**src/rtl/picoblaze_sample_port_if.sv**
```systemverilog
`timescale 1ns/1ps
// PicoBlaze I/O bus bundle: port-mapped INPUT/OUTPUT cycles plus interrupt request/acknowledge.
// master = processor side, slave = peripheral side.
// Signals: port_id, read_strobe, write_strobe, out_port (cpu->periph); in_port, interrupt (periph->cpu);
//          interrupt_ack (cpu->periph).
interface picoblaze_sample_port_if;
   logic [7:0] port_id;
   logic       read_strobe;
   logic       write_strobe;
   logic [7:0] out_port;
   logic [7:0] in_port;
   logic       interrupt;
   logic       interrupt_ack;

   modport master (
      output port_id, read_strobe, write_strobe, out_port, interrupt_ack,
      input  in_port, interrupt
   );

   modport slave (
      input  port_id, read_strobe, write_strobe, out_port, interrupt_ack,
      output in_port, interrupt
   );
endinterface

```
**src/rtl/picoblaze_sample_port.sv**
```systemverilog
`timescale 1ns/1ps
// Purpose: PicoBlaze port-mapped sample FIFO (DATA/STATUS/CTRL/THRESH/PEAK at PORT_BASE+0..4) with threshold irq.
// Latency: in_port registered from port_id decode (1 clk); a DATA read pops at the read_strobe edge.
// Backpressure: sample_ready_o = !full; a sample offered while full is dropped and sets sticky overflow.
// Ports: clk, reset_n (async active-low), sample_valid_i/sample_data_i/sample_ready_o producer stream,
//        bus (picoblaze_sample_port_if.slave) for the processor I/O bus and interrupt.
// Optional: define SAMPLE_PORT_PEAK_EN to build the read-to-clear peak register at PORT_BASE+4.
module picoblaze_sample_port #(
   parameter int unsigned DEPTH     = 16,
   parameter logic [7:0]  PORT_BASE = 8'h00
) (
   input  logic                         clk,
   input  logic                         reset_n,
   input  logic                         sample_valid_i,
   input  logic [7:0]                   sample_data_i,
   output logic                         sample_ready_o,
   picoblaze_sample_port_if.slave       bus
);
   localparam int unsigned AW = $clog2(DEPTH);
   localparam int unsigned CW = AW + 1;
   localparam logic [CW-1:0] FULL_CNT = CW'(DEPTH);

   localparam logic [7:0] A_DATA   = PORT_BASE;
   localparam logic [7:0] A_STATUS = PORT_BASE + 8'd1;
   localparam logic [7:0] A_CTRL   = PORT_BASE + 8'd2;
   localparam logic [7:0] A_THRESH = PORT_BASE + 8'd3;
   localparam logic [7:0] A_PEAK   = PORT_BASE + 8'd4;

   logic [7:0]    mem_q [DEPTH];
   logic [AW-1:0] wr_ptr_q, wr_ptr_d, rd_ptr_q, rd_ptr_d;
   logic [CW-1:0] count_q, count_d;
   logic          overflow_q, overflow_d;
   logic          irq_en_q, irq_en_d;
   logic [7:0]    thresh_q, thresh_d;
   logic          cond_dly_q;
   logic          interrupt_q, interrupt_d;
   logic [7:0]    in_port_q, in_port_d;

   logic          empty, full, ctrl_wr, thresh_wr, flush, push, pop, ovf_evt, cond;
   logic [7:0]    thresh_eff, status, peak_rd;
   logic [8:0]    count_x;
   logic [4:0]    cnt_sat;

   assign empty          = (count_q == '0);
   assign full           = (count_q == FULL_CNT);
   assign sample_ready_o = !full;

   assign ctrl_wr   = bus.write_strobe && (bus.port_id == A_CTRL);
   assign thresh_wr = bus.write_strobe && (bus.port_id == A_THRESH);
   assign flush     = ctrl_wr && bus.out_port[1];
   // A flush discards any sample offered in the same cycle.
   assign push      = sample_valid_i && !full && !flush;
   assign pop       = bus.read_strobe && (bus.port_id == A_DATA) && !empty;
   // A drop is only an overflow when the FIFO is full; flush-discards are not drops.
   assign ovf_evt   = sample_valid_i && full;

   assign count_x    = 9'(count_q);
   assign cnt_sat    = (count_x > 9'd31) ? 5'd31 : count_x[4:0];
   assign status     = {overflow_q, full, empty, cnt_sat};
   assign thresh_eff = (thresh_q == 8'd0) ? 8'd1 : thresh_q;
   assign cond       = irq_en_q && (count_x >= {1'b0, thresh_eff});

`ifdef SAMPLE_PORT_PEAK_EN
   logic [7:0] peak_q, peak_d;
   logic       peak_clr;

   assign peak_clr = bus.read_strobe && (bus.port_id == A_PEAK);
   assign peak_rd  = peak_q;

   always_comb begin
      peak_d = peak_q;
      if (peak_clr) begin
         // Read-to-clear; a push landing on the clearing edge seeds the next window.
         peak_d = push ? sample_data_i : 8'h00;
      end else if (push && (sample_data_i > peak_q)) begin
         peak_d = sample_data_i;
      end
   end

   always_ff @(posedge clk or negedge reset_n) begin
      if (!reset_n) peak_q <= 8'h00;
      else          peak_q <= peak_d;
   end
`else
   assign peak_rd = 8'h00;
`endif

   always_comb begin
      wr_ptr_d = wr_ptr_q;
      rd_ptr_d = rd_ptr_q;
      count_d  = count_q;
      if (flush) begin
         wr_ptr_d = '0;
         rd_ptr_d = '0;
         count_d  = '0;
      end else begin
         // Pointers are AW bits wide, so increment wraps modulo DEPTH.
         if (push) wr_ptr_d = wr_ptr_q + 1'b1;
         if (pop)  rd_ptr_d = rd_ptr_q + 1'b1;
         count_d = count_q + CW'(push) - CW'(pop);
      end

      overflow_d = overflow_q;
      if (ovf_evt)                         overflow_d = 1'b1;
      else if (ctrl_wr && bus.out_port[2]) overflow_d = 1'b0;

      irq_en_d = ctrl_wr   ? bus.out_port[0] : irq_en_q;
      thresh_d = thresh_wr ? bus.out_port    : thresh_q;

      // Edge-triggered request; a new rising edge beats a simultaneous ack.
      interrupt_d = interrupt_q;
      if (cond && !cond_dly_q)    interrupt_d = 1'b1;
      else if (bus.interrupt_ack) interrupt_d = 1'b0;

      in_port_d = 8'h00;
      if (bus.port_id == A_DATA)        in_port_d = empty ? 8'h00 : mem_q[rd_ptr_q];
      else if (bus.port_id == A_STATUS) in_port_d = status;
      else if (bus.port_id == A_PEAK)   in_port_d = peak_rd;
   end

   always_ff @(posedge clk) begin
      if (push) mem_q[wr_ptr_q] <= sample_data_i;
   end

   always_ff @(posedge clk or negedge reset_n) begin
      if (!reset_n) begin
         wr_ptr_q    <= '0;
         rd_ptr_q    <= '0;
         count_q     <= '0;
         overflow_q  <= 1'b0;
         irq_en_q    <= 1'b0;
         thresh_q    <= 8'd1;
         cond_dly_q  <= 1'b0;
         interrupt_q <= 1'b0;
         in_port_q   <= 8'h00;
      end else begin
         wr_ptr_q    <= wr_ptr_d;
         rd_ptr_q    <= rd_ptr_d;
         count_q     <= count_d;
         overflow_q  <= overflow_d;
         irq_en_q    <= irq_en_d;
         thresh_q    <= thresh_d;
         cond_dly_q  <= cond;
         interrupt_q <= interrupt_d;
         in_port_q   <= in_port_d;
      end
   end

   assign bus.in_port   = in_port_q;
   assign bus.interrupt = interrupt_q;
endmodule

```
**src/flat_wrapper.sv**
```systemverilog
// flat-port wrapper written by rule: the top's interface ports become plain ports
module picoblaze_sample_port_flat 
#(
   parameter int unsigned DEPTH     = 16,
   parameter logic [7:0]  PORT_BASE = 8'h00
)
  (clk, reset_n, sample_valid_i, sample_data_i, sample_ready_o, bus_port_id, bus_read_strobe, bus_write_strobe, bus_out_port, bus_interrupt_ack, bus_in_port, bus_interrupt);
  picoblaze_sample_port_if bus_i ();
  input  logic clk;
  input  logic reset_n;
  input  logic sample_valid_i;
  input  logic [7:0] sample_data_i;
  output logic sample_ready_o;
  input wire logic [$bits(bus_i.port_id)-1:0] bus_port_id;
  input wire logic [$bits(bus_i.read_strobe)-1:0] bus_read_strobe;
  input wire logic [$bits(bus_i.write_strobe)-1:0] bus_write_strobe;
  input wire logic [$bits(bus_i.out_port)-1:0] bus_out_port;
  input wire logic [$bits(bus_i.interrupt_ack)-1:0] bus_interrupt_ack;
  output wire logic [$bits(bus_i.in_port)-1:0] bus_in_port;
  output wire logic [$bits(bus_i.interrupt)-1:0] bus_interrupt;
  assign bus_i.port_id = bus_port_id;
  assign bus_i.read_strobe = bus_read_strobe;
  assign bus_i.write_strobe = bus_write_strobe;
  assign bus_i.out_port = bus_out_port;
  assign bus_i.interrupt_ack = bus_interrupt_ack;
  assign bus_in_port = bus_i.in_port;
  assign bus_interrupt = bus_i.interrupt;
  picoblaze_sample_port #(.DEPTH(DEPTH), .PORT_BASE(PORT_BASE)) u_core (.clk(clk), .reset_n(reset_n), .sample_valid_i(sample_valid_i), .sample_data_i(sample_data_i), .sample_ready_o(sample_ready_o), .bus(bus_i));
endmodule
```
**config.mk**
```make
export PLATFORM = sky130hd
export DESIGN_NAME = picoblaze_sample_port_flat
export DESIGN_NICKNAME = d
export VERILOG_FILES = /design/src/rtl/picoblaze_sample_port_if.sv /design/src/rtl/picoblaze_sample_port.sv /design/src/flat_wrapper.sv
export SDC_FILE = /design/constraint.sdc
export NUM_CORES = 1
export LEC_CHECK = 0
export CORE_ASPECT_RATIO = 1.5
export CORE_MARGIN = 2
export CORE_UTILIZATION = 53
export DETAILED_ROUTE_END_ITERATION = 7
export GPL_TIMING_DRIVEN = 1
export PLACE_DENSITY = 0.75
export SETUP_SLACK_MARGIN = 0.1
export SLEW_MARGIN = 10
export SYNTH_ARGS = -nofsm -noshare
export SYNTH_HDL_FRONTEND = slang
export SYNTH_SLANG_ARGS = --single-unit
```
**constraint.sdc**
```tcl
create_clock -name clk -period 2.71 [get_ports clk]
set_input_delay 0.813 -clock clk [delete_from_list [all_inputs] [get_ports clk]]
set_output_delay 0.813 -clock clk [all_outputs]
set_load 0.01 [all_outputs]
```
==> reports/results.txt <==
WL/cell - 21.9 um
Clock H-tree levels - 4
Required @ worst endpoint - 2.75 ns
Layout cells sized above 1 - 27.8%
R2R Path Start - u_core.count_q[2]$_DFF_PN0_
Layout Nets - 509
RSZ-0062 raised after global routing - yes
Mean Syn Cell Area - 17.5 um2
Final period util - 97.9%
CTS tree - yes
Outcome - complete, no violations
DIE HEIGHT - 142 um
Relative slew slack - 34.5%
Root buffer selected by CTS - clkbuf_16
Placed Area - 7490 um2
Pin count of the biggest net entering global routing - 36
CTS clk-pin slew, worst paths - 0.06 ns
Grt ovf - 0
GRT Util Overall - 21.7%
Clock Tree Buf Depth - 2
Slew Limit Fails - 0
Core area - 12400 um2
Reg2Reg Depth - 13
Most frequent cells in the layout - 128 x edfxtp_1, 34 x clkdlybuf4s50_1, 33 x buf_4
R2R setup slack - 0.20 ns
Vias/cell - 5.82
Final worst path period need - 2.65 ns
Ys flop type - edfxtp_1
Hold-fix buffers at CTS - 0
Sequential area share after synthesis - 69.2%
Routed wire length - 13800 um
Non-filler cells, final - 627
Post-detail-place hpwl - 9720 um
Synthesized flop and latch total - 161
Post-route ant nets - 0
PD cells - 805 nW/um2
Clock Skew - 0.0108 ns
Crit path from - bus_port_id[2]
Syn nets - 435
Worst setup path class - in -> reg
Post-synth EDFFs - 128
Fillcell total - 859
Die Wd - 96.1 um
Design Power - 6.54 mW
Leak - 2.86 nW
Initial antenna violation count - 0
Via count - 3652
# IOs - 40
Inst Count DP - 589
CTS Buf Count - 17
Setup crit end - u_core.mem_q[12][1]$_DFFE_PP_
Num rows - 50
Capture point of the worst reg-to-reg path - u_core.count_q[4]$_DFF_PN0_
Final Util - 65.3%
Placer Congestion - 0.875
Worst Tran Pin Value - 0.983 ns
Min-delay worst type - reg -> reg
Crit path arrival time - 2.69 ns
Global-route wire length before repair - 21200 um
Max-Cap Viols - 0
First-pass DRT Iterations - 4
Yosys cell types - 45
Clk_lat worst skew - 0.41 ns
Fmax - 377 MHz
Cell area after synthesis - 6750 um2
Vias in the first global route - 4029
Initial DRC Count - 212
Worst Setup End Kind - register
# setup viols final - 0
Die area - 13700 um2
Final Instance Area - 8130 um2
Clock net sink count - 161
Most common cell after layout, fill and taps aside - edfxtp_1
Ant. Diodes - 0
Startpoint types - input pin
Initial Utilization - 54.2%
# DRC - 0
Final hold vios - 0
Synthesis warning total - 0
Worst Path Max Fanout - 8
Area Overhead vs Synth - 20.4%
Total negative setup slack - 0 ns
Asr flop ratio synth - 20.5%
Buffers on Ports - 39
Maximum VDD drop - 0.480 mV
Cells after Synth - 385
## cell families (layout without fill, tap and decap cells)
kind of cell	after synthesis	in the layout	synth area share [%]
flops	161	161	69.2
simple gates	79	79	6.08
mux	58	58	14.9
buf+inv	32	118	2.08
compound gates	29	29	3.17
fa+ha+maj	20	20	3.82
xor+xnor	6	6	0.779
## cells in the mapped netlist, types with 2 or more instances
cell,n,area (um2)
nand2b_1,5,31.3
a21o_1,2,15.0
nor3_1,12,60.1
a21oi_1,6,30.0
clkbuf_1,8,30.0
mux2_2,17,191
o311ai_0,3,26.3
nand2_1,7,26.3
xnor2_1,3,26.3
buf_6,2,22.5
and3_1,4,25.0
and2_1,5,31.3
or3_1,2,12.5
edfxtp_1,128,3840
buf_1,4,15.0
mux2i_1,9,90.1
buf_2,3,15.0
dfrtp_1,32,801
mux4_2,32,721
nand3_1,13,65.1
o21ai_0,5,25.0
a221o_1,5,50.1
nor2_1,23,86.3
ha_1,19,238
xor2_1,3,26.3
inv_1,14,52.6
## worst max-delay path, stage by stage
cell and delay (ns):
clkdlybuf4s50_1 0.51, and3b_2 0.24, nand4_1 0.19, nand3_1 0.25
nor2_1 0.69
## power breakdown
part	switching, mW	internal [mW]	total, mW
clock network	0.907	1.34	2.25
registers	0.183	2.97	3.15
logic	0.626	0.515	1.14
total	1.72	4.82	6.54
## sequential cells by signal, summed over array words and instances (netlist names)
name and cells:
u_core.irq_en_q 1, u_core.overflow_q 1, u_core.bus.in_port 8, u_core.mem_q 128, u_core.wr_ptr_q 4, u_core.count_q 5, u_core.cond_dly_q 1, u_core.bus.interrupt 1
u_core.thresh_q 8, u_core.rd_ptr_q 4
## worst min path at each step
stage,start,endpoint,slack [ns],depth (start not counted)
floorplan,u_core.cond_dly_q$_DFF_PN0_,u_core.bus.interrupt$_DFFE_PN0P_,0.41,1
detailed placement,u_core.cond_dly_q$_DFF_PN0_,u_core.bus.interrupt$_DFFE_PN0P_,0.44,1
CTS,u_core.cond_dly_q$_DFF_PN0_,u_core.bus.interrupt$_DFFE_PN0P_,0.44,1
global placement,u_core.cond_dly_q$_DFF_PN0_,u_core.bus.interrupt$_DFFE_PN0P_,0.43,1
finish,u_core.cond_dly_q$_DFF_PN0_,u_core.bus.interrupt$_DFFE_PN0P_,0.44,1
global route,u_core.cond_dly_q$_DFF_PN0_,u_core.bus.interrupt$_DFFE_PN0P_,0.48,1
## cell type report
| cell class | count | area, um2 | share of cell area (%) |
|---|---|---|---|
| sequential | 161 | 4670 | 57.5 |
| multi-input combinational | 192 | 2000 | 24.6 |
| timing repair buffer | 73 | 652 | 8.02 |
| clock buffer | 20 | 437 | 5.37 |
| tap | 156 | 195 | 2.40 |
| clock inverter | 11 | 116 | 1.43 |
| inverter | 14 | 52.6 | 0.647 |
## routing by layer
layer	wire length (um)	global-route usage [%]	up-vias
li1	-	-	1656
met1	4910	23.2	1875
met2	8080	40.5	102
met3	502	4.61	19
met4	255	8.57	0
met5	0	0	-
## what timing repair did
| item | 4_1_cts | 5_1_grt |
|---|---|---|
| endpoints found under the setup margin | 37 | 63 |
| pin swaps | 4 | 5 |
| resized for setup | 11 | 10 |
| buffers inserted | 6 | 2 |
## through the flow
stage,worst slack (ns),hold slack [ns]
final,0.0573,0.437
after CTS,0.0958,0.445
after global routing,-0.0471,0.483
after detailed placement,-0.486,0.437
after global placement,-0.416,0.426
after floorplan,-0.0572,0.414
Note: power is estimated with default switching activity, not from simulation.
